$ cat src/rtl/chipper_inject_ni_pkg.sv
// Shared flit layout for the CHIPPER router and its network interfaces.
// The router decodes the same field positions, so edit them only in this file.
package chipper_pkg;

  localparam int COORD_W   = 2;
  localparam int SEQ_W     = 4;
  localparam int PAYLOAD_W = 15;
  localparam int FLIT_W    = 32;
  localparam int STARVE_W  = 8;

  localparam int DST_X_MSB   = 31;
  localparam int DST_X_LSB   = 30;
  localparam int DST_Y_MSB   = 29;
  localparam int DST_Y_LSB   = 28;
  localparam int DST_Z_MSB   = 27;
  localparam int DST_Z_LSB   = 26;
  localparam int SRC_X_MSB   = 25;
  localparam int SRC_X_LSB   = 24;
  localparam int SRC_Y_MSB   = 23;
  localparam int SRC_Y_LSB   = 22;
  localparam int SRC_Z_MSB   = 21;
  localparam int SRC_Z_LSB   = 20;
  localparam int SEQ_MSB     = 19;
  localparam int SEQ_LSB     = 16;
  localparam int PAYLOAD_MSB = 15;
  localparam int PAYLOAD_LSB = 1;
  localparam int VALID_BIT   = 0;

  // Packed view of one flit.  The field order matches the bit positions above.
  typedef struct packed {
    logic [COORD_W-1:0]   dst_x;
    logic [COORD_W-1:0]   dst_y;
    logic [COORD_W-1:0]   dst_z;
    logic [COORD_W-1:0]   src_x;
    logic [COORD_W-1:0]   src_y;
    logic [COORD_W-1:0]   src_z;
    logic [SEQ_W-1:0]     seq;
    logic [PAYLOAD_W-1:0] payload;
    logic                 valid;
  } flit_t;

  function automatic flit_t make_flit(
    input logic [COORD_W-1:0]   dst_x,
    input logic [COORD_W-1:0]   dst_y,
    input logic [COORD_W-1:0]   dst_z,
    input logic [COORD_W-1:0]   src_x,
    input logic [COORD_W-1:0]   src_y,
    input logic [COORD_W-1:0]   src_z,
    input logic [SEQ_W-1:0]     seq,
    input logic [PAYLOAD_W-1:0] payload
  );
    flit_t f;
    f.dst_x   = dst_x;
    f.dst_y   = dst_y;
    f.dst_z   = dst_z;
    f.src_x   = src_x;
    f.src_y   = src_y;
    f.src_z   = src_z;
    f.seq     = seq;
    f.payload = payload;
    f.valid   = 1'b1;
    return f;
  endfunction

endpackage

$ cat src/rtl/chipper_ni_fifo.sv
// Power-of-two circular flit queue for the injection NI.
// Only the pointers and the count are reset; the storage array is not.
module chipper_ni_fifo #(
  parameter int DATA_W = 32,
  parameter int DEPTH  = 4
) (
  input  logic                     clk,
  input  logic                     rst,
  input  logic                     push,
  input  logic                     pop,
  input  logic [DATA_W-1:0]        din,
  output logic [DATA_W-1:0]        dout,
  output logic                     full,
  output logic                     empty,
  output logic [$clog2(DEPTH):0]   count
);

  localparam int AW = $clog2(DEPTH);
  localparam logic [AW:0] FULL_CNT = (AW+1)'(DEPTH);

  logic [DATA_W-1:0] mem [DEPTH];
  logic [AW-1:0]     wr_ptr;
  logic [AW-1:0]     rd_ptr;
  logic [AW:0]       cnt;
  logic              do_push;
  logic              do_pop;

  assign full    = (cnt == FULL_CNT);
  assign empty   = (cnt == '0);
  assign count   = cnt;
  assign do_push = push && !full;
  assign do_pop  = pop && !empty;
  assign dout    = mem[rd_ptr];

  // Both pointers wrap naturally because DEPTH is a power of two.
  always_ff @(posedge clk or posedge rst) begin
    if (rst) begin
      wr_ptr <= '0;
      rd_ptr <= '0;
      cnt    <= '0;
    end else begin
      if (do_push) wr_ptr <= wr_ptr + AW'(1);
      if (do_pop)  rd_ptr <= rd_ptr + AW'(1);
      case ({do_push, do_pop})
        2'b10:   cnt <= cnt + (AW+1)'(1);
        2'b01:   cnt <= cnt - (AW+1)'(1);
        default: cnt <= cnt;
      endcase
    end
  end

  always_ff @(posedge clk) begin
    if (do_push) mem[wr_ptr] <= din;
  end

endmodule

$ cat src/rtl/chipper_inject_ni.sv
// PE-side injection NI for the 3D CHIPPER router: stamps and queues flits,
// drives them through the request/grant handshake and flags starvation.
module chipper_inject_ni
  import chipper_pkg::*;
#(
  parameter logic [1:0] X            = 2'b01,
  parameter logic [1:0] Y            = 2'b01,
  parameter logic [1:0] Z            = 2'b01,
  parameter int         DEPTH        = 4,
  parameter int         STARVE_LIMIT = 15
) (
  input  logic                       clk,
  input  logic                       rst,
  input  logic                       tx_valid,
  output logic                       tx_ready,
  input  logic [1:0]                 tx_dst_x,
  input  logic [1:0]                 tx_dst_y,
  input  logic [1:0]                 tx_dst_z,
  input  logic [14:0]                tx_payload,
  output logic [31:0]                PEOUT_NI,
  output logic                       inject_request,
  input  logic                       inject_grant,
  output logic [$clog2(DEPTH):0]     fifo_count,
  output logic                       starved
);

  localparam logic [STARVE_W-1:0] LIMIT = STARVE_W'(STARVE_LIMIT);

  logic                 push;
  logic                 pop;
  logic                 full;
  logic                 empty;
  flit_t                flit_in;
  logic [FLIT_W-1:0]    head;
  logic [SEQ_W-1:0]     seq_cnt;
  logic [STARVE_W-1:0]  starve_cnt;
  logic [STARVE_W-1:0]  starve_nxt;

  function automatic logic [STARVE_W-1:0] sat_inc(input logic [STARVE_W-1:0] v);
    return (v == '1) ? v : v + STARVE_W'(1);
  endfunction

  assign tx_ready       = !full;
  assign inject_request = !empty;
  assign push           = tx_valid && !full;
  assign pop            = inject_request && inject_grant;
  assign flit_in        = make_flit(tx_dst_x, tx_dst_y, tx_dst_z, X, Y, Z,
                                    seq_cnt, tx_payload);

  // Raw storage can hold stale data; an empty queue must present an all-zero slot.
  assign PEOUT_NI = empty ? '0 : head;

  chipper_ni_fifo #(
    .DATA_W (FLIT_W),
    .DEPTH  (DEPTH)
  ) u_fifo (
    .clk   (clk),
    .rst   (rst),
    .push  (push),
    .pop   (pop),
    .din   (flit_in),
    .dout  (head),
    .full  (full),
    .empty (empty),
    .count (fifo_count)
  );

  always_ff @(posedge clk or posedge rst) begin
    if (rst) begin
      seq_cnt <= '0;
    end else if (push) begin
      seq_cnt <= seq_cnt + SEQ_W'(1);
    end
  end

  // The counter measures how long the current head has waited for a grant.
  always_comb begin
    starve_nxt = starve_cnt;
    if (pop || empty) begin
      starve_nxt = '0;
    end else begin
      starve_nxt = sat_inc(starve_cnt);
    end
  end

  always_ff @(posedge clk or posedge rst) begin
    if (rst) begin
      starve_cnt <= '0;
      starved    <= 1'b0;
    end else begin
      starve_cnt <= starve_nxt;
      starved    <= (starve_nxt >= LIMIT);
    end
  end

endmodule

$ cat config.mk
export PLATFORM = sky130hd
export DESIGN_NAME = chipper_inject_ni
export DESIGN_NICKNAME = d
export VERILOG_FILES = /design/src/rtl/chipper_inject_ni_pkg.sv /design/src/rtl/chipper_ni_fifo.sv /design/src/rtl/chipper_inject_ni.sv
export SDC_FILE = /design/constraint.sdc
export NUM_CORES = 1
export LEC_CHECK = 0
export BUFFER_PORTS_ARGS = -buffer_cell sky130_fd_sc_hd__buf_2
export CORE_MARGIN = 10
export CORE_UTILIZATION = 54
export DETAILED_ROUTE_END_ITERATION = 6
export PLACE_DENSITY = 0.75
export SETUP_SLACK_MARGIN = 0.3
export SLEW_MARGIN = 20
export SYNTH_ARGS = -nofsm -noshare
export SYNTH_HDL_FRONTEND = slang
export SYNTH_SLANG_ARGS = --single-unit
$ cat constraint.sdc
create_clock -name clk -period 2.47 [get_ports clk]
set_clock_uncertainty 0.15 [all_clocks]
set_input_delay 0 -clock clk [delete_from_list [all_inputs] [get_ports clk]]
set_output_delay 0 -clock clk [all_outputs]
set_load 0.01 [all_outputs]
[Word level (Yosys, flattened, before mapping)]
Memory sizes are Yosys's and may differ from the RTL's.
Index checks and enable logic that the tools add are counted.
Storage, ports and cells
  RAM bits: 100
  flip-flop bits (word level): 20
  input bits: 25
  logic and storage cells: 33
  output and inout port bits: 38
  memories: 1
Memory list
  u_fifo.mem: words 4, bits a word 25, rd ports 1, clocked after memory_dff 0, write ports 1, line chipper_ni_fifo.sv:21  | logic [DATA_W-1:0] mem [DEPTH];
Operators by class
  reduce and logical (&&, ||, !) cells: 9
  mux-type cells: 6
  equal/unequal tests: 4
  $lt $le $gt $ge: 1
  add/sub/neg operators: 6
Operators by type and width (count)
  $mux W32: 1
  $mux W8: 2
  $add A8 B1 Y8 const B: 1
  $eq A8 B8 Y1 const B: 1
  $ge A8 B4 Y1 const B: 1
  $pmux W3 S2: 1
  $add A2 B1 Y2 const B: 2
  $add A4 B1 Y4 const B: 1
  $logic_and A1 B1 Y1: 4
  $add A3 B1 Y3 const B: 1
  $eq A3 B3 Y1 const B: 1
  $logic_not A3 Y1: 1
  $sub A3 B1 Y3 const B: 1
  $eq A2 B1 Y1 const B: 1
  $eq A2 B2 Y1 const B: 1
  $logic_not A1 Y1: 2
  $mux W1: 2
  $reduce_bool A2 Y1: 1
  $logic_or A1 B1 Y1: 1

[Depth between registers and ports, before layout]
Gate-level depths: netlist of the first run.
  depth after elaboration: 6
  mapped depth: 10
  mapped depth without buffers: 9

[Cells and area by module]
Synthesis of the first run repeated with hierarchy kept, for this count alone.
Second synthesis, totals
  cells, all modules: 319
  area total of the unflattened synthesis: 6047.0 um^2
Modules (own cells, without submodules)
  chipper_ni_fifo: cells an instance 206, instances 1, area an instance 5094.9 um^2, sequential area each 4018.9 um^2
  chipper_inject_ni: cells an instance 113, instances 1, area an instance 952.2 um^2, sequential area each 325.3 um^2

[Worst setup path before layout of the first run]
No wires, ideal clock.
  kind: register to register
  start: register u_fifo.cnt[0] (netlist: u_fifo.count[0])
  end: memory u_fifo.mem[0][0] (netlist bit) (enable)
  data required time: 1.936 ns
  path buffers: 1
  data arrival time: 1.625 ns
  path slack: 0.311 ns
  library setup time: 0.384 ns
  cell stages (with the launch flop): 5
  clock period less this slack: 2.159 ns
  cells stage by stage: dfrtp_1 nor2_1 a21boi_1 buf_2 and2_1
On the way
  cells in the longest elaborated chain, start to end: 6
RTL lines
  from (decl): line chipper_ni_fifo.sv:24  | logic [AW:0] cnt;
  from (signal assigned): line chipper_ni_fifo.sv:45  | 2'b10: cnt <= cnt + (AW+1)'(1);
  from (signal assigned): line chipper_ni_fifo.sv:46  | 2'b01: cnt <= cnt - (AW+1)'(1);
  from (signal assigned): line chipper_ni_fifo.sv:47  | default: cnt <= cnt;
  $eq A3 B3 Y1 (*): line chipper_ni_fifo.sv:28  | assign full = (cnt == FULL_CNT);
  $logic_not A1 Y1 (*): line chipper_ni_fifo.sv:31, chipper_inject_ni.sv:45
  $logic_and A1 B1 Y1: line chipper_inject_ni.sv:45  | assign push = tx_valid && !full;
  $logic_and A1 B1 Y1 (*): line chipper_ni_fifo.sv:31  | assign do_push = push && !full;
  $mux W1 (*): line chipper_ni_fifo.sv:53  | if (do_push) mem[wr_ptr] <= din;
  $mux W1 (implied by the code) (*): line chipper_ni_fifo.sv:53
  to (decl): line chipper_ni_fifo.sv:21
Mark *: on every way between the ends. The rest lies on a longest branch, timed or not.

[Worst setup path after layout of the first run]
  start: register u_fifo.rd_ptr[0]
  end: output port PEOUT_NI[17]
On the way
  cells in the longest elaborated chain, start to end: 2
RTL lines
  from (decl): line chipper_ni_fifo.sv:23  | logic [AW-1:0] rd_ptr;
  from (signal assigned): line chipper_ni_fifo.sv:43  | if (do_pop) rd_ptr <= rd_ptr + AW'(1);
  $mem_v2 Z4 W25
  $mux W32: line chipper_inject_ni.sv:51  | assign PEOUT_NI = empty ? '0 : head;
  to (decl): line chipper_inject_ni.sv:20  | output logic [31:0] PEOUT_NI,
Every way passes these cells.

==> summary.md, run 1 <==
| Metric | Value |
|---|---|
| Switching power | 0.00243 W |
| Share of cells above drive strength 1 | 0.400 |
| Worst flop-to-flop path startpoint | u_fifo.count[1]$_DFFE_PP0P_ |
| Reg-to-reg endpoint | u_fifo.count[2]$_DFFE_PP0P_ |
| Max-slew headroom | 0.474 |
| Core Rows | 34 |
| Core Region | 8810 um2 |
| Maximum vdd drop | 0.658 mV |
| Nets@finish | 410 |
| Most used DFF post-synth | edfxtp_1 |
| Power per standard cell area | 1320 nW/um2 |
| Cell taking the most area after synthesis | edfxtp_1 |
| Max cap viols | 0 |
| Switching Share | 0.284 |
| TritonCTS Buffers | 17 |
| Crit path max fanout | 7 |
| Total grt overflow | 0 |
| Multi-input combinational cell area | 1320 um2 |
| Initial antenna violation count | 1 |
| P_int | 0.00612 W |
| Root buffer cell | clkbuf_8 |
| Hold Violations, Final | 0 |
| Status | completed |
| RePlAce Congestion | 0.859 |
| Via/cell ratio | 5.44 |
| Total power | 0.00855 W |
| Initial DRT Pass Iterations | 4 |
| Met2 Resource Use GR | 0.251 |
| Startpoint types | register |
| 1st-iter DRT viols | 168 |
| Post-synth ARST share | 0.167 |
| Clock share of power | 0.306 |
| Largest net degree at the start of global routing | 32 |
| Register share of total power | 0.353 |
| Drt total wl | 9740 um |
| Max clock buf depth | 2 |
| Area of the mapped netlist | 4950 um2 |
| M1 GR Usage | 0.160 |
| CP endpoint kind | primary output |
| Most common cell after layout, fill and taps aside | edfxtp_1 |
| Dpl hpwl | 5860 um |
| Routed Antenna Nets | 0 |
| Routed WL per cell | 19.5 um |
| Yosys warns | 0 |
| CTS tree | yes |
| Pins Over Slew Limit | 0 |
| Global-route wire length before repair | 14900 um |
| Clock Pin Slew Worst Setup and Hold Paths | 60 ps |
| Vias in the first global route | 2980 |
| Synth unique cells | 39 |
| Port bufs | 59 |
| Static Leak | 2.46 nW |
| Sequential share of the synthesized area | 0.707 |
| Total track usage | 0.146 |
| Avg Cell Area, Syn | 18.2 um2 |
| Die area | 13400 um2 |
| Post-Route Setup TNS | 0 ps |
| Slew @ Worst Pin | 788 ps |
| Worst EP required | 2320 ps |
| Worst hold path class | input pin to asynchronous set/reset pin |
| H-tree levels | 4 |
| Flops & latches, synth | 120 |
| Combinational share of power | 0.341 |
| Reg2reg path depth | 9 |
| EDFF count, synth | 100 |
| Top cell type's share of synthesized area | 0.606 |
| Area after DPL | 5380 um2 |
| M3 GR Usage | 0.0496 |
| Finished Cell Area | 6460 um2 |
| Skew-Pair Late Insertion Delay | 510 ps |
| Final setup viols | 0 |
| Most Crowded Layer GR | met2 |
| Syn Inst Count | 272 |
| Period minus WS final | 2140 ps |
| Register area | 3510 um2 |
| Die height | 116 um |
| Largest cells by area after synthesis | edfxtp_1 (61%), dfrtp_1 (10%), mux4_2 (8.2%), and2_1 (4.2%), mux4_1 (3.7%) |
| # fillers | 492 |
| Worst Path Class, Setup | register to primary output |
| Worst EP arrival | 1990 ps |
| TritonCTS Sinks | 120 |
| Die Wd | 116 um |
| I/O pin cnt | 63 |
| Max frequency | 467 MHz |
| Unrepaired setup endpoints after global routing | true |
| Commonest non-fill, non-tap cells in the layout | edfxtp_1 (100), buf_2 (45), mux4_2 (25) |
| Area Growth Syn to Fin | 30.5% |
| FF-to-FF setup slack | 420 ps |
| Via count | 2714 |
| Final Cycle Share | 0.867 |
| DR DRC count | 0 |
| Starting Density | 0.563 |
-- what timing repair did --
item / in CTS / in global routing
cloned: 0 / 2
pin swaps: 0 / 0
setup endpoints to repair: 25 / 19
hold endpoints to repair: 123 / 0
resized for setup: 1 / 42
buffers inserted: 2 / 1
hold buffers: 24 / 0
-- logic make-up after synthesis --
group / share of synthesized area
AOI/OAI and AO/OA: 0.0189
xor gates and xnor gates: 0.0194
adders and majority gates: 0.0217
buffers and inverters: 0.0331
DFF: 0.707
muxes: 0.123
other: 0.000757
and+or+nand+nor: 0.0758
-- cell type report --
type	instances	area share
clock buffer	17	0.0641
multi-input combinational	128	0.203
sequential	120	0.543
inverter	10	0.00581
antenna	1	0.000387
timing repair buffer	100	0.127
clock inverter	15	0.0348
tap	108	0.0209
-- critical path: stages (launching register included) --
cell and delay [ps]:
dfrtp_4 500, clkbuf_16 190, mux4_2 490, and2_1 170
buf_2 130
-- metal layers --
layer	part of all wire	routed length, um	vias to the layer above
met2	0.51	4980	91
met3	0.058	569	14
met1	0.42	4060	1362
met4	0.014	134	0
li1	-	-	1247
met5	0	0	-
-- synthesized netlist by cell type (2+ instances only) --
| master | instances |
|---|---|
| nand4_1 | 3 |
| o21ai_0 | 4 |
| xnor2_1 | 5 |
| and2_1 | 33 |
| a21oi_1 | 2 |
| o211ai_1 | 2 |
| nand3_1 | 2 |
| nor2_1 | 7 |
| inv_1 | 9 |
| nand2_1 | 8 |
| mux4_2 | 18 |
| edfxtp_1 | 100 |
| buf_4 | 7 |
| dfrtp_1 | 20 |
| mux4_1 | 7 |
| nor3_1 | 5 |
| nand2b_1 | 2 |
| xor2_1 | 6 |
| ha_1 | 7 |
| clkbuf_1 | 2 |
| and4_1 | 2 |
| buf_2 | 4 |
-- worst max-delay path by stage --
stage	from	to	slack, ps	cells past startpoint
2_1_floorplan	u_fifo.count[0]$_DFFE_PP0P_	u_fifo.mem[0][0]$_DFFE_PP_	310	4
3_3_place_gp	u_fifo.count[2]$_DFFE_PP0P_	u_fifo.count[2]$_DFFE_PP0P_	440	9
3_5_place_dp	u_fifo.count[2]$_DFFE_PP0P_	u_fifo.count[2]$_DFFE_PP0P_	400	9
4_1_cts	u_fifo.rd_ptr[0]$_DFFE_PP0P_	PEOUT_NI[2]	270	4
5_1_grt	u_fifo.rd_ptr[0]$_DFFE_PP0P_	PEOUT_NI[15]	250	4
6_report	u_fifo.rd_ptr[0]$_DFFE_PP0P_	PEOUT_NI[17]	330	4
-- state kept, by name, indices dropped and copies added (netlist names) --
name and cells:
starved 1, u_fifo.wr_ptr 2, u_fifo.count 3, seq_cnt 4
u_fifo.mem 100, u_fifo.rd_ptr 2, starve_cnt 8
-- metrics by stage --
step | cells | utilization | hold slack [ps] | setup slack (ps)
2_1_floorplan | 274 | - | -186 | 311
3_3_place_gp | 437 | 0.611 | 16.7 | 437
3_5_place_dp | 437 | 0.611 | 36.6 | 400
4_1_cts | 495 | 0.715 | 49.2 | 269
5_1_grt | 499 | 0.734 | 72.3 | 253
6_report | 499 | 0.734 | 34.4 | 329
-- power by group through the flow --
stage / registers (W) / logic (W) / clock network, W
2_1_floorplan: 0.00291 / 0.00163 / 0
3_5_place_dp: 0.00305 / 0.00228 / 0
5_1_grt: 0.00306 / 0.00314 / 0.00276
4_1_cts: 0.00298 / 0.00243 / 0.00265
3_3_place_gp: 0.00302 / 0.00226 / 0
6_report: 0.00302 / 0.00291 / 0.00262
Power figures use the tool's default switching activity.
==> run 2, diff against run 1 <==
--- a/config.mk
+++ b/config.mk
@@ -6,7 +6,6 @@
 export NUM_CORES = 1
 export LEC_CHECK = 0
 export BUFFER_PORTS_ARGS = -buffer_cell sky130_fd_sc_hd__buf_2
-export CORE_MARGIN = 10
 export CORE_UTILIZATION = 54
 export DETAILED_ROUTE_END_ITERATION = 6
 export PLACE_DENSITY = 0.75
==> run 2 against run 1 <==
The flow now finishes with violations (DRC). Global-route usage is 5.9 points higher. First-iteration DRC count is 32% lower. Core utilization is 1.6 points lower. Non-clock buffer count stayed put.
==> summary.md, run 2 (synthesis results as in run 1) <==
| Metric | Value |
|---|---|
| Finished Cell Area | 6320 um2 |
| Core Region | 8810 um2 |
| Dpl hpwl | 4980 um |
| Drt total wl | 9230 um |
| Skew-Pair Late Insertion Delay | 510 ps |
| Switching Share | 0.296 |
| Global-route wire length before repair | 14200 um |
| Initial antenna violation count | 0 |
| 1st-iter DRT viols | 115 |
| Slew @ Worst Pin | 750 ps |
| Startpoint types | register |
| Status | finished with violations |
| Worst EP required | 2320 ps |
| Nets@finish | 410 |
| Flip-flop count of the largest register after layout | 100 |
| Most common cell after layout, fill and taps aside | edfxtp_1 |
| Via count | 2744 |
| Worst Path Class, Setup | register to primary output |
| P_int | 0.00559 W |
| Die height | 97.8 um |
| Die area | 9560 um2 |
| Clock share of power | 0.290 |
| Largest net degree at the start of global routing | 32 |
| Routed Antenna Nets | 0 |
| Reg2reg path depth | 9 |
| Antenna Cells | 0 |
| Switching power | 0.00235 W |
| Total track usage | 0.205 |
| Hold Violations, Final | 0 |
| Commonest non-fill, non-tap cells in the layout | edfxtp_1 (100), buf_2 (52), and2_1 (25) |
| Final setup viols | 0 |
| Max frequency | 462 MHz |
| Root buffer cell | clkbuf_8 |
| CTS tree | yes |
| Total grt overflow | 0 |
| DR DRC count | 17 |
| Vias in the first global route | 2775 |
| Post-Route Setup TNS | 0 ps |
| TritonCTS Buffers | 17 |
| I/O pin cnt | 63 |
| H-tree levels | 4 |
| Period minus WS final | 2170 ps |
| Starting Density | 0.563 |
| Combinational share of power | 0.333 |
| Clock Pin Slew Worst Setup and Hold Paths | 60 ps |
| Area after DPL | 5380 um2 |
| Pins Over Slew Limit | 0 |
| Final Cycle Share | 0.877 |
| Crit path max fanout | 6 |
| RePlAce Congestion | 0.848 |
| Worst EP arrival | 2020 ps |
| Reg with most FFs | u_fifo.mem |
| Top Registers | u_fifo.mem x100, starve_cnt x8, seq_cnt x4 |
| CP endpoint kind | primary output |
| TritonCTS Sinks | 120 |
| Worst hold path class | input pin to asynchronous set/reset pin |
| Area Growth Syn to Fin | 27.6% |
| Max-slew headroom | 0.499 |
| Register share of total power | 0.377 |
| Static Leak | 2.41 nW |
| Maximum vdd drop | 0.748 mV |
| Max cap viols | 0 |
| Max clock buf depth | 2 |
| Core Rows | 34 |
| Routed WL per cell | 18.5 um |
| Power per standard cell area | 1260 nW/um2 |
| Initial DRT Pass Iterations | 6 |
| Port bufs | 59 |
| Unrepaired setup endpoints after global routing | true |
| Failing checks | DRC |
| Utilization after layout | 0.718 |
| Die Wd | 97.8 um |
| # fillers | 524 |
| Via/cell ratio | 5.51 |
| Share of cells above drive strength 1 | 0.369 |
## run 2: final timing paths
path	slack, ps	startpoint	endpoint
setup reg to reg	450	u_fifo.count[2]$_DFFE_PP0P_	u_fifo.count[2]$_DFFE_PP0P_
hold reg to reg	340	u_fifo.rd_ptr[1]$_DFFE_PP0P_	u_fifo.rd_ptr[1]$_DFFE_PP0P_
hold / removal	20	rst	starve_cnt[7]$_DFF_PP0_
max in group asynchronous	1600	rst	u_fifo.rd_ptr[0]$_DFFE_PP0P_
setup / recovery	300	u_fifo.rd_ptr[0]$_DFFE_PP0P_	PEOUT_NI[4]
min in group clk	100	tx_payload[6]	u_fifo.mem[3][6]$_DFFE_PP_
## run 2: power by group through the flow
stage                     Combinational, W  Sequential (W)  Clock (W)
after floorplan                    0.00163         0.00291          0
after global placement             0.00221         0.00299          0
after detailed placement           0.00224         0.00303          0
after CTS                          0.00238         0.00296    0.00234
after global routing               0.00285         0.00304    0.00243
final                              0.00264         0.00300    0.00231
## run 2: cell type report
| cell class | instances | area [um2] | area share |
|---|---|---|---|
| Clock buffer | 17 | 414 | 0.0655 |
| Clock inverter | 15 | 153 | 0.0241 |
| Inverter | 10 | 37.5 | 0.00594 |
| Multi-Input combinational cell | 128 | 1320 | 0.208 |
| Sequential cell | 120 | 3510 | 0.555 |
| Tap cell | 108 | 135 | 0.0214 |
| Timing Repair Buffer | 100 | 757 | 0.120 |
## run 2: repair_timing
action,CTS,global route
buffers inserted,3,1
hold buffers,24,0
setup endpoints to repair,25,18
endpoints found under the hold margin,123,0
resized for setup,1,24
cloned,0,1
## run 2: critical path: stages, from the launching register on
cell     delay (ps)
dfrtp_4         500
buf_6           160
mux4_1          540
and2_1          170
buf_2           140
## run 2: metal layers
metal,vias up,share of wire,global-route usage
met5,-,0,0
li1,1252,-,-
met3,16,0.045,0.0573
met2,100,0.51,0.348
met4,0,0.019,0.108
met1,1376,0.42,0.239
## run 2: stage by stage
step | hold WS, ps | instances | setup slack (ps) | power (W)
5_1_grt | 81.2 | 498 | 247 | 0.00832
2_1_floorplan | -186 | 274 | 311 | 0.00454
4_1_cts | 22.8 | 496 | 264 | 0.00769
3_5_place_dp | 28.9 | 437 | 416 | 0.00527
6_report | 19.8 | 498 | 304 | 0.00795
3_3_place_gp | 10.8 | 437 | 438 | 0.00521
